**config.mk**
```make
export PLATFORM = sky130hd
export DESIGN_NAME = serial_chunk_adder_flat
export DESIGN_NICKNAME = d
export VERILOG_FILES = /design/src/rtl/serial_chunk_adder_if.sv /design/src/rtl/serial_chunk_adder.sv /design/src/flat_wrapper.sv
export SDC_FILE = /design/constraint.sdc
export NUM_CORES = 1
export LEC_CHECK = 0
export ABC_AREA = 1
export BUFFER_PORTS_ARGS = -buffer_cell sky130_fd_sc_hd__clkbuf_2
export CAP_MARGIN = 10
export CORE_MARGIN = 5
export CORE_UTILIZATION = 41
export DETAILED_ROUTE_END_ITERATION = 12
export PLACE_DENSITY = 0.59
export SYNTH_ARGS = -nofsm -noshare
export SYNTH_HDL_FRONTEND = slang
export SYNTH_SLANG_ARGS = --single-unit
```
**constraint.sdc**
```tcl
create_clock -name clk -period 4.3 [get_ports clk]
set_clock_uncertainty 0.2 [all_clocks]
set_input_delay 0.645 -clock clk [delete_from_list [all_inputs] [get_ports clk]]
set_output_delay 0.645 -clock clk [all_outputs]
set_load 0.03 [all_outputs]
```
**src/rtl/serial_chunk_adder_if.sv**
```systemverilog
// Operand/result bundle for serial_chunk_adder.
// The master drives the request, and the slave (the adder) returns status and result.
interface serial_chunk_adder_if #(
  parameter int unsigned WIDTH = 8
);
  logic             start;
  logic [WIDTH-1:0] a;
  logic [WIDTH-1:0] b;
  logic             sub;
  logic             cin;
  logic             busy;
  logic             done;
  logic [WIDTH-1:0] sum;
  logic             carry;
  logic             overflow;

  modport master (
    output start, a, b, sub, cin,
    input  busy, done, sum, carry, overflow
  );

  modport slave (
    input  start, a, b, sub, cin,
    output busy, done, sum, carry, overflow
  );
endinterface

```
**src/rtl/serial_chunk_adder.sv**
```systemverilog
// Multi-cycle adder/subtractor that processes CHUNK bits per clock, LSB chunk first.
// The result, carry and overflow update only on completion.
module serial_chunk_adder #(
  parameter int unsigned WIDTH = 8,
  parameter int unsigned CHUNK = 2
) (
  input  logic               clk,
  input  logic               rst_n,
  serial_chunk_adder_if.slave ca_if
);

  localparam int unsigned N  = WIDTH / CHUNK;
  localparam int unsigned KW = (N > 1) ? $clog2(N) : 1;

  typedef enum logic {IDLE = 1'b0, RUN = 1'b1} state_t;

  state_t           state_q;
  logic [KW-1:0]    k_q;
  logic [WIDTH-1:0] a_q;
  logic [WIDTH-1:0] b_q;
  logic [WIDTH-1:0] part_q;
  logic             c_q;
  logic             busy_q;
  logic             done_q;
  logic [WIDTH-1:0] sum_q;
  logic             carry_q;
  logic             ovf_q;

  logic [CHUNK-1:0] a_chunk;
  logic [CHUNK-1:0] b_chunk;
  logic [CHUNK:0]   chunk_d;
  logic [WIDTH-1:0] part_d;
  logic             msb_cin;
  logic             last;

  always_comb begin
    a_chunk = a_q[k_q*CHUNK +: CHUNK];
    b_chunk = b_q[k_q*CHUNK +: CHUNK];
    chunk_d = {1'b0, a_chunk} + {1'b0, b_chunk} + {{CHUNK{1'b0}}, c_q};
    part_d  = part_q;
    part_d[k_q*CHUNK +: CHUNK] = chunk_d[CHUNK-1:0];
    // Carry into the top bit of the chunk, recovered from that bit's sum.
    msb_cin = a_chunk[CHUNK-1] ^ b_chunk[CHUNK-1] ^ chunk_d[CHUNK-1];
    last    = (k_q == KW'(N - 1));
  end

  always_ff @(posedge clk or negedge rst_n) begin
    if (!rst_n) begin
      state_q <= IDLE;
      k_q     <= '0;
      a_q     <= '0;
      b_q     <= '0;
      part_q  <= '0;
      c_q     <= 1'b0;
      busy_q  <= 1'b0;
      done_q  <= 1'b0;
      sum_q   <= '0;
      carry_q <= 1'b0;
      ovf_q   <= 1'b0;
    end else begin
      done_q <= 1'b0;
      case (state_q)
        IDLE: begin
          if (ca_if.start) begin
            a_q     <= ca_if.a;
            b_q     <= ca_if.b ^ {WIDTH{ca_if.sub}};
            c_q     <= ca_if.sub | ca_if.cin;
            k_q     <= '0;
            part_q  <= '0;
            busy_q  <= 1'b1;
            state_q <= RUN;
          end
        end
        RUN: begin
          part_q <= part_d;
          c_q    <= chunk_d[CHUNK];
          k_q    <= k_q + KW'(1);
          if (last) begin
            sum_q   <= part_d;
            carry_q <= chunk_d[CHUNK];
            ovf_q   <= msb_cin ^ chunk_d[CHUNK];
            done_q  <= 1'b1;
            busy_q  <= 1'b0;
            state_q <= IDLE;
          end
        end
        default: state_q <= IDLE;
      endcase
    end
  end

  assign ca_if.busy     = busy_q;
  assign ca_if.done     = done_q;
  assign ca_if.sum      = sum_q;
  assign ca_if.carry    = carry_q;
  assign ca_if.overflow = ovf_q;

endmodule

```
**src/flat_wrapper.sv**
```systemverilog
// flat-port wrapper written by rule: the top's interface ports become plain ports
module serial_chunk_adder_flat 
#(
  parameter int unsigned WIDTH = 8,
  parameter int unsigned CHUNK = 2
)
  (clk, rst_n, ca_if_start, ca_if_a, ca_if_b, ca_if_sub, ca_if_cin, ca_if_busy, ca_if_done, ca_if_sum, ca_if_carry, ca_if_overflow);
  serial_chunk_adder_if #(.WIDTH(WIDTH)) ca_if_i ();
  input  logic clk;
  input  logic rst_n;
  input wire logic [$bits(ca_if_i.start)-1:0] ca_if_start;
  input wire logic [$bits(ca_if_i.a)-1:0] ca_if_a;
  input wire logic [$bits(ca_if_i.b)-1:0] ca_if_b;
  input wire logic [$bits(ca_if_i.sub)-1:0] ca_if_sub;
  input wire logic [$bits(ca_if_i.cin)-1:0] ca_if_cin;
  output wire logic [$bits(ca_if_i.busy)-1:0] ca_if_busy;
  output wire logic [$bits(ca_if_i.done)-1:0] ca_if_done;
  output wire logic [$bits(ca_if_i.sum)-1:0] ca_if_sum;
  output wire logic [$bits(ca_if_i.carry)-1:0] ca_if_carry;
  output wire logic [$bits(ca_if_i.overflow)-1:0] ca_if_overflow;
  assign ca_if_i.start = ca_if_start;
  assign ca_if_i.a = ca_if_a;
  assign ca_if_i.b = ca_if_b;
  assign ca_if_i.sub = ca_if_sub;
  assign ca_if_i.cin = ca_if_cin;
  assign ca_if_busy = ca_if_i.busy;
  assign ca_if_done = ca_if_i.done;
  assign ca_if_sum = ca_if_i.sum;
  assign ca_if_carry = ca_if_i.carry;
  assign ca_if_overflow = ca_if_i.overflow;
  serial_chunk_adder #(.WIDTH(WIDTH), .CHUNK(CHUNK)) u_core (.clk(clk), .rst_n(rst_n), .ca_if(ca_if_i));
endmodule
```
Word-level counts from Yosys, hierarchy flattened
Cells that the tools add are included.
{"block": "totals", "register_bits": 40, "inputBits": 21, "wordCells": 46}
{"block": "classes", "add_sub_neg": 4, "mux": 15, "eq_ne": 3, "n_bitwise": 6, "reduce_logical": 3, "shifts": 4}
{"cell": "$neg A3 Y34", "n": 1}
{"cell": "$shift A2 B34 Y8 const A", "n": 1}
{"cell": "$shiftx A2 B34 Y8", "n": 1}
{"cell": "$pmux W8 S2", "n": 1}
{"cell": "$shiftx A8 B4 Y2", "n": 2}
{"cell": "$bwmux W8", "n": 1}
{"cell": "$mux W8", "n": 1}
{"cell": "$xor A8 B8 Y8", "n": 1}
{"cell": "$mux W1", "n": 7}
{"cell": "$pmux W1 S2", "n": 3}
{"cell": "$reduce_and A2 Y1", "n": 3}
{"cell": "$ne A2 B2 Y1 const B", "n": 2}
{"cell": "$pmux W2 S2", "n": 1}
{"cell": "$add A2 B2 Y3", "n": 1}
{"cell": "$add A3 B1 Y3", "n": 1}
{"cell": "$xor A1 B1 Y1", "n": 3}
{"cell": "$add A2 B1 Y2 const B", "n": 1}
{"cell": "$eq A2 B2 Y1 const B", "n": 1}
{"cell": "$mux W2", "n": 1}
{"cell": "$not A1 Y1", "n": 1}
{"cell": "$or A1 B1 Y1", "n": 1}

Logic depth before layout (Yosys ltp)
{"block": "depth", "ltp_word": 6, "mapped_depth": 12, "mapped_depth_nobuf": 11}

Worst setup path before layout
No wires, ideal clock.
{"block": "synth_timing", "path_type": "register -> register", "startpoint": "reg u_core.k_q[0]", "endpoint": "reg u_core.sum_q[3] (netlist: u_core.ca_if.sum[3])", "arrival_time_ns": 2.247, "setup_time_ns": 0.065, "stages_incl_launch_ff": 13, "slack_ns": 1.788, "n_path_buf": 2, "cell_sequence": "dfrtp_1 buf_6 buf_8 o21ai_0 o22ai_1 fa_1 fa_1 inv_1 nor2_1 nand3_1 nand2_1 nand2_1 nand2_1"}
{"block": "synth_between", "elab_chain_len": 5, "word_cells_on_any_way": 10, "cone_classes": "add/sub (3); eq/ne (1); shift (4); mux (1); reduce/logical (1)"}
{"element": "start: declaration", "line_no": "serial_chunk_adder.sv:18", "rtl": "logic [KW-1:0] k_q;"}
{"element": "start signal: assignment", "line_no": "serial_chunk_adder.sv:77", "rtl": "k_q <= k_q + KW'(1);"}
{"element": "$shiftx A8 B4 Y2 (on tied branches)", "line_no": "serial_chunk_adder.sv:37, serial_chunk_adder.sv:38"}
{"element": "$add A2 B2 Y3", "line_no": "serial_chunk_adder.sv:39", "rtl": "chunk_d = {1'b0, a_chunk} + {1'b0, b_chunk} + {{CHUNK{1'b0}}, c_q};"}
{"element": "$add A3 B1 Y3", "line_no": "serial_chunk_adder.sv:39"}
{"element": "$shiftx A2 B34 Y8", "line_no": "serial_chunk_adder.sv:41", "rtl": "part_d[k_q*CHUNK +: CHUNK] = chunk_d[CHUNK-1:0];"}
{"element": "$bwmux W8", "line_no": "serial_chunk_adder.sv:41"}
{"element": "end signal: assignment", "line_no": "serial_chunk_adder.sv:79", "rtl": "sum_q <= part_d;"}
{"element": "end: declaration", "line_no": "serial_chunk_adder.sv:25", "rtl": "logic [WIDTH-1:0] sum_q;"}
Parallel ways exist; a longest one is shown, timed or not.
A chain may end at the register's enable or synchronous reset.

Worst setup path in the final report
{"block": "layout_timing", "startpoint": "reg u_core.k_q[0]", "endpoint": "reg u_core.part_q[3]"}
{"block": "layout_between", "elab_chain_len": 6, "word_cells_on_any_way": 9, "cone_classes": "add/sub (3); shift (4); mux (2)"}
{"element": "$shiftx A8 B4 Y2 (on tied branches)", "line_no": "serial_chunk_adder.sv:37, serial_chunk_adder.sv:38"}
{"element": "$add A2 B2 Y3", "line_no": "serial_chunk_adder.sv:39"}
{"element": "$add A3 B1 Y3", "line_no": "serial_chunk_adder.sv:39"}
{"element": "$shiftx A2 B34 Y8", "line_no": "serial_chunk_adder.sv:41"}
{"element": "$bwmux W8 *", "line_no": "serial_chunk_adder.sv:41"}
{"element": "$pmux W8 S2 *", "line_no": "serial_chunk_adder.sv:62", "rtl": "case (state_q)"}
{"element": "end signal: assignment", "line_no": "serial_chunk_adder.sv:75", "rtl": "part_q <= part_d;"}
{"element": "end: declaration", "line_no": "serial_chunk_adder.sv:21", "rtl": "logic [WIDTH-1:0] part_q;"}
Mark *: on every way between the ends. The rest lies on a longest branch, timed or not.

==> report_table.html <==
<table>
<tr><th>Metric</th><th>Value</th></tr>
<tr><th colspan="2">Drt</th></tr>
<tr><td>Top metal layer carrying routed signals</td><td>met4</td></tr>
<tr><td>Iter 0 DRT Violations</td><td>80</td></tr>
<tr><td>Overall via count from detail_route</td><td>around 1,600</td></tr>
<tr><td>Number of design rule violations left after detail routing</td><td>0</td></tr>
<tr><td>DR WL met2</td><td>1810 um</td></tr>
<tr><td>Routed wirelength normalized by instance count</td><td>11.5 um</td></tr>
<tr><td>Detailed-routing iteration count for the pre-antenna-repair pass</td><td>4</td></tr>
<tr><td>Post-detailed-route count of antenna-violating nets</td><td>0</td></tr>
<tr><td>Met1 layer wirelength in the final routing</td><td>1910 um</td></tr>
<tr><td>Vias per Instance</td><td>4.59</td></tr>
<tr><td>Wire length after detailed routing</td><td>4020 um</td></tr>
<tr><td>Met3 wire length</td><td>232 um</td></tr>
<tr><th colspan="2">GRT</th></tr>
<tr><td>Initial antenna violation count</td><td>0</td></tr>
<tr><td>Number of global-route vias before repair</td><td>between 1,500 and 2,000</td></tr>
<tr><td>Pin count of the biggest net entering global routing</td><td>41</td></tr>
<tr><td>Wire length of the first global-routing pass</td><td>approximately 7200 um</td></tr>
<tr><td>Overflow left after global routing</td><td>0</td></tr>
<tr><td>Total global-route track usage</td><td>0.140</td></tr>
<tr><th colspan="2">Flow run</th></tr>
<tr><td>Max-cap check violation count</td><td>0</td></tr>
<tr><th colspan="2">Finish</th></tr>
<tr><td>Commonest cells after routing, fill and taps aside</td><td>sky130_fd_sc_hd__nand2_1 (101), sky130_fd_sc_hd__dfrtp_1 (40), sky130_fd_sc_hd__clkbuf_2 (32)</td></tr>
<tr><td>Commonest non-fill, non-tap cell in the layout</td><td>sky130_fd_sc_hd__nand2_1</td></tr>
<tr><td>Final antenna diode count</td><td>0</td></tr>
<tr><td>Fin util</td><td>0.460</td></tr>
<tr><td>Nets</td><td>308</td></tr>
<tr><td>Layout fillers</td><td>slightly above 500</td></tr>
<tr><td>Layout-stage area growth over the synthesis result</td><td>10.5%</td></tr>
<tr><td>Post-route non-filler standard cell count</td><td>349</td></tr>
<tr><td>Fraction of layout instances using a drive strength above 1</td><td>0.168</td></tr>
<tr><th colspan="2">Clock network</th></tr>
<tr><td>Number of clock sinks</td><td>40</td></tr>
<tr><td>Root cell of the clock tree</td><td>sky130_fd_sc_hd__clkbuf_8</td></tr>
<tr><td>Setup Fix Bufs, Post-CTS</td><td>0</td></tr>
<tr><td>Longest Clk Path Bufs</td><td>2</td></tr>
<tr><td>Num CTS Buffers</td><td>5</td></tr>
<tr><td>Later-pin clock latency in the skew report</td><td>290 ps</td></tr>
<tr><td>TritonCTS clock tree</td><td>done</td></tr>
<tr><td>H-tree depth</td><td>2</td></tr>
<tr><td>Clock-pin slew on the worst setup and hold paths</td><td>about 80 ps</td></tr>
<tr><td>Resize count post-CTS</td><td>0</td></tr>
<tr><td>Total of hold buffers inserted after clock tree synthesis</td><td>0</td></tr>
<tr><th colspan="2">Placement</th></tr>
<tr><td>Placed Cells</td><td>341</td></tr>
<tr><td>Placer's final routability congestion estimate</td><td>0.855</td></tr>
<tr><td>HPWL after detailed placement</td><td>about 2900 um</td></tr>
<tr><td>Number of input and output port buffers inserted</td><td>32</td></tr>
<tr><th colspan="2">STA</th></tr>
<tr><td>Max-slew violation total from the final report</td><td>0</td></tr>
<tr><td>Worst slew pin tran</td><td>984 ps</td></tr>
<tr><td>Ratio of final minimum period to clock period</td><td>0.705</td></tr>
<tr><td>Relative slew slack</td><td>0.344</td></tr>
<tr><td>Hold_ws</td><td>267 ps</td></tr>
<tr><td>Fmax</td><td>330 MHz</td></tr>
<tr><td>Minimum clock period after layout</td><td>3030 ps</td></tr>
<tr><td>Final-report setup violation count</td><td>0</td></tr>
<tr><td>Aggregate negative setup slack</td><td>0 ps</td></tr>
<tr><td>Setup repair after global routing missed its margin</td><td>false</td></tr>
<tr><td>Final number of hold-violating endpoints</td><td>0</td></tr>
<tr><th colspan="2">Pwr</th></tr>
<tr><td>Static Leak</td><td>about 0.0013 uW</td></tr>
<tr><td>Worst IR drop on VDD</td><td>0.000334 V</td></tr>
<tr><td>Power after layout</td><td>between 1500 and 2000 uW</td></tr>
<tr><td>Power density relative to cell area</td><td>773 nW/um2</td></tr>
<tr><th colspan="2">Setup path</th></tr>
<tr><td>Start of the worst register-to-register path</td><td>u_core.k_q[0]</td></tr>
<tr><td>Required arrival time at the worst endpoint</td><td>4330 ps</td></tr>
<tr><td>Path depth of the worst reg2reg path</td><td>11</td></tr>
<tr><td>CP startpoint</td><td>u_core.k_q[0]</td></tr>
<tr><td>Critical Path End Type</td><td>flop</td></tr>
<tr><td>CP Data Arrival Time</td><td>3060 ps</td></tr>
<tr><td>Register-to-register setup slack</td><td>between 1000 and 1500 ps</td></tr>
<tr><td>Critical R2R Capture</td><td>u_core.part_q[3]</td></tr>
<tr><td>Worst Setup Path Type</td><td>reg -&gt; reg</td></tr>
<tr><td>Critical path launch point type</td><td>flop</td></tr>
<tr><td>End point of the critical path</td><td>u_core.part_q[3]</td></tr>
<tr><td>Peak fanout along the critical path</td><td>20</td></tr>
<tr><th colspan="2">Yosys</th></tr>
<tr><td>Area share of the largest cell type after synthesis</td><td>0.477</td></tr>
<tr><td>Sequential-to-total area share from yosys stat</td><td>0.477</td></tr>
<tr><td>Post-synthesis cell type with the largest combined area</td><td>sky130_fd_sc_hd__dfrtp_1</td></tr>
<tr><td>Number of register bits inferred by synthesis</td><td>40</td></tr>
<tr><td>Synthesized netlist cell count</td><td>250</td></tr>
<tr><td>Synthesized netlist net count</td><td>280</td></tr>
<tr><td>Number of distinct library cells after synthesis</td><td>22</td></tr>
<tr><td>Average cell area after synthesis</td><td>8.40 um2</td></tr>
<tr><td>Mapped Area</td><td>2100 um2</td></tr>
<tr><td>Cell types occupying the most area after synthesis</td><td>sky130_fd_sc_hd__dfrtp_1 (48%), sky130_fd_sc_hd__nand2_1 (18%), sky130_fd_sc_hd__buf_6 (4.3%), sky130_fd_sc_hd__ha_1 (4.2%), sky130_fd_sc_hd__o21ai_0 (3.8%)</td></tr>
<tr><td>YS warnings</td><td>0</td></tr>
<tr><th colspan="2">Floorplan</th></tr>
<tr><td>Die height</td><td>a little over 80 um</td></tr>
<tr><td>I/O pins</td><td>33</td></tr>
<tr><td>Area enclosed by the die boundary</td><td>6650 um2</td></tr>
<tr><td>Starting Density</td><td>0.416</td></tr>
<tr><td>Placement row count</td><td>26</td></tr>
<tr><td>Width of the chip</td><td>81.6 um</td></tr>
<tr><td>Placeable core area</td><td>between 5000 and 6000 um2</td></tr>
<tr><th colspan="2">Worst hold path</th></tr>
<tr><td>Hold crit path type</td><td>reg -&gt; reg</td></tr>
<tr><th colspan="2">Status</th></tr>
<tr><td>Outcome</td><td>finished, final reports clean</td></tr>
</table>
cell usage after synthesis:
| cell | instances |
|---|---|
| sky130_fd_sc_hd__inv_2 | 2 |
| sky130_fd_sc_hd__nand3_1 | 14 |
| sky130_fd_sc_hd__nand2_4 | 1 |
| sky130_fd_sc_hd__o21bai_1 | 2 |
| sky130_fd_sc_hd__buf_6 | 8 |
| sky130_fd_sc_hd__o21ai_1 | 1 |
| sky130_fd_sc_hd__nor2_1 | 19 |
| sky130_fd_sc_hd__nor2_4 | 1 |
| sky130_fd_sc_hd__o22ai_1 | 4 |
| sky130_fd_sc_hd__dfrtp_1 | 40 |
| sky130_fd_sc_hd__o211ai_2 | 1 |
| sky130_fd_sc_hd__o21ai_0 | 16 |
| sky130_fd_sc_hd__ha_1 | 7 |
| sky130_fd_sc_hd__fa_1 | 2 |
| sky130_fd_sc_hd__xnor2_1 | 8 |
| sky130_fd_sc_hd__buf_4 | 1 |
| sky130_fd_sc_hd__buf_8 | 1 |
| sky130_fd_sc_hd__nand2_1 | 101 |
| sky130_fd_sc_hd__buf_2 | 1 |
| sky130_fd_sc_hd__inv_1 | 16 |
| sky130_fd_sc_hd__a21oi_2 | 1 |
| sky130_fd_sc_hd__o21ai_2 | 3 |
logic make-up (layout without fill, tap and decap cells):
group,Yosys count,after routing,share of synthesized area
and+or+nand+nor,136,136,0.259
DFF,40,40,0.477
buffers and inverters,29,58,0.0882
AOI/OAI and AO/OA,28,28,0.0822
adders and majority gates,9,9,0.0608
xor gates and xnor gates,8,8,0.0334
how the worst min path moves through the flow:
stage	start	to	slack [ps]	depth (start not counted)
2_1_floorplan	rst_n	u_core.a_q[0]	150	0
3_3_place_gp	u_core.a_q[2]	u_core.a_q[2]	250	2
3_5_place_dp	u_core.a_q[2]	u_core.a_q[2]	260	2
4_1_cts	u_core.a_q[2]	u_core.a_q[2]	280	2
5_1_grt	u_core.ca_if.sum[0]	u_core.ca_if.sum[0]	300	2
6_report	u_core.a_q[2]	u_core.a_q[2]	270	2
power by group:
part / internal (uW) / switching, uW / total (uW) / leakage [uW]
logic: 305 / 574 / 879 / 0.000701
clock network: 131 / 122 / 253 / 0.0000455
registers: 531 / 129 / 661 / 0.000517
per-layer routing:
metal	global-route usage	up-vias
met5	0	-
met4	0.0557	0
met3	0.0351	8
met2	0.217	42
met1	0.187	713
li1	-	838
sequential cells by signal, summed over array words and instances, names as in the netlist:
name,count
u_core.a_q,8
u_core.b_q,8
u_core.c_q,1
u_core.ca_if.busy,1
u_core.ca_if.carry,1
u_core.ca_if.done,1
u_core.ca_if.overflow,1
u_core.ca_if.sum,8
u_core.k_q,2
u_core.part_q,8
u_core.state_q,1
per-stage QoR:
stage	setup slack, ps	instance area (um2)
2_1_floorplan	1790	2100
3_3_place_gp	1420	2230
3_5_place_dp	1280	2230
4_1_cts	1260	2320
5_1_grt	917	2320
6_report	1270	2320
area by class of cell:
| class | count | area, um2 | area share |
|---|---|---|---|
| Clock buffer | 8 | 90.1 | 0.0388 |
| Inverter | 18 | 67.6 | 0.0291 |
| Multi-Input combinational cell | 181 | 913 | 0.394 |
| Sequential cell | 40 | 1000 | 0.432 |
| Tap cell | 70 | 87.6 | 0.0378 |
| Timing Repair Buffer | 32 | 160 | 0.0690 |
critical path, stage by stage, from the launching register on:
cell                      delay [ps]
sky130_fd_sc_hd__dfrtp_1         730
sky130_fd_sc_hd__inv_2           210
sky130_fd_sc_hd__o21ai_0         220
sky130_fd_sc_hd__o22ai_1         110
sky130_fd_sc_hd__fa_1            420
sky130_fd_sc_hd__fa_1            560
sky130_fd_sc_hd__inv_1            70
sky130_fd_sc_hd__nor2_1          130
sky130_fd_sc_hd__nand3_1          80
sky130_fd_sc_hd__nand2_1         100
sky130_fd_sc_hd__nand2_1          50
sky130_fd_sc_hd__nand2_1          70
(Power assumes the default switching activity.)
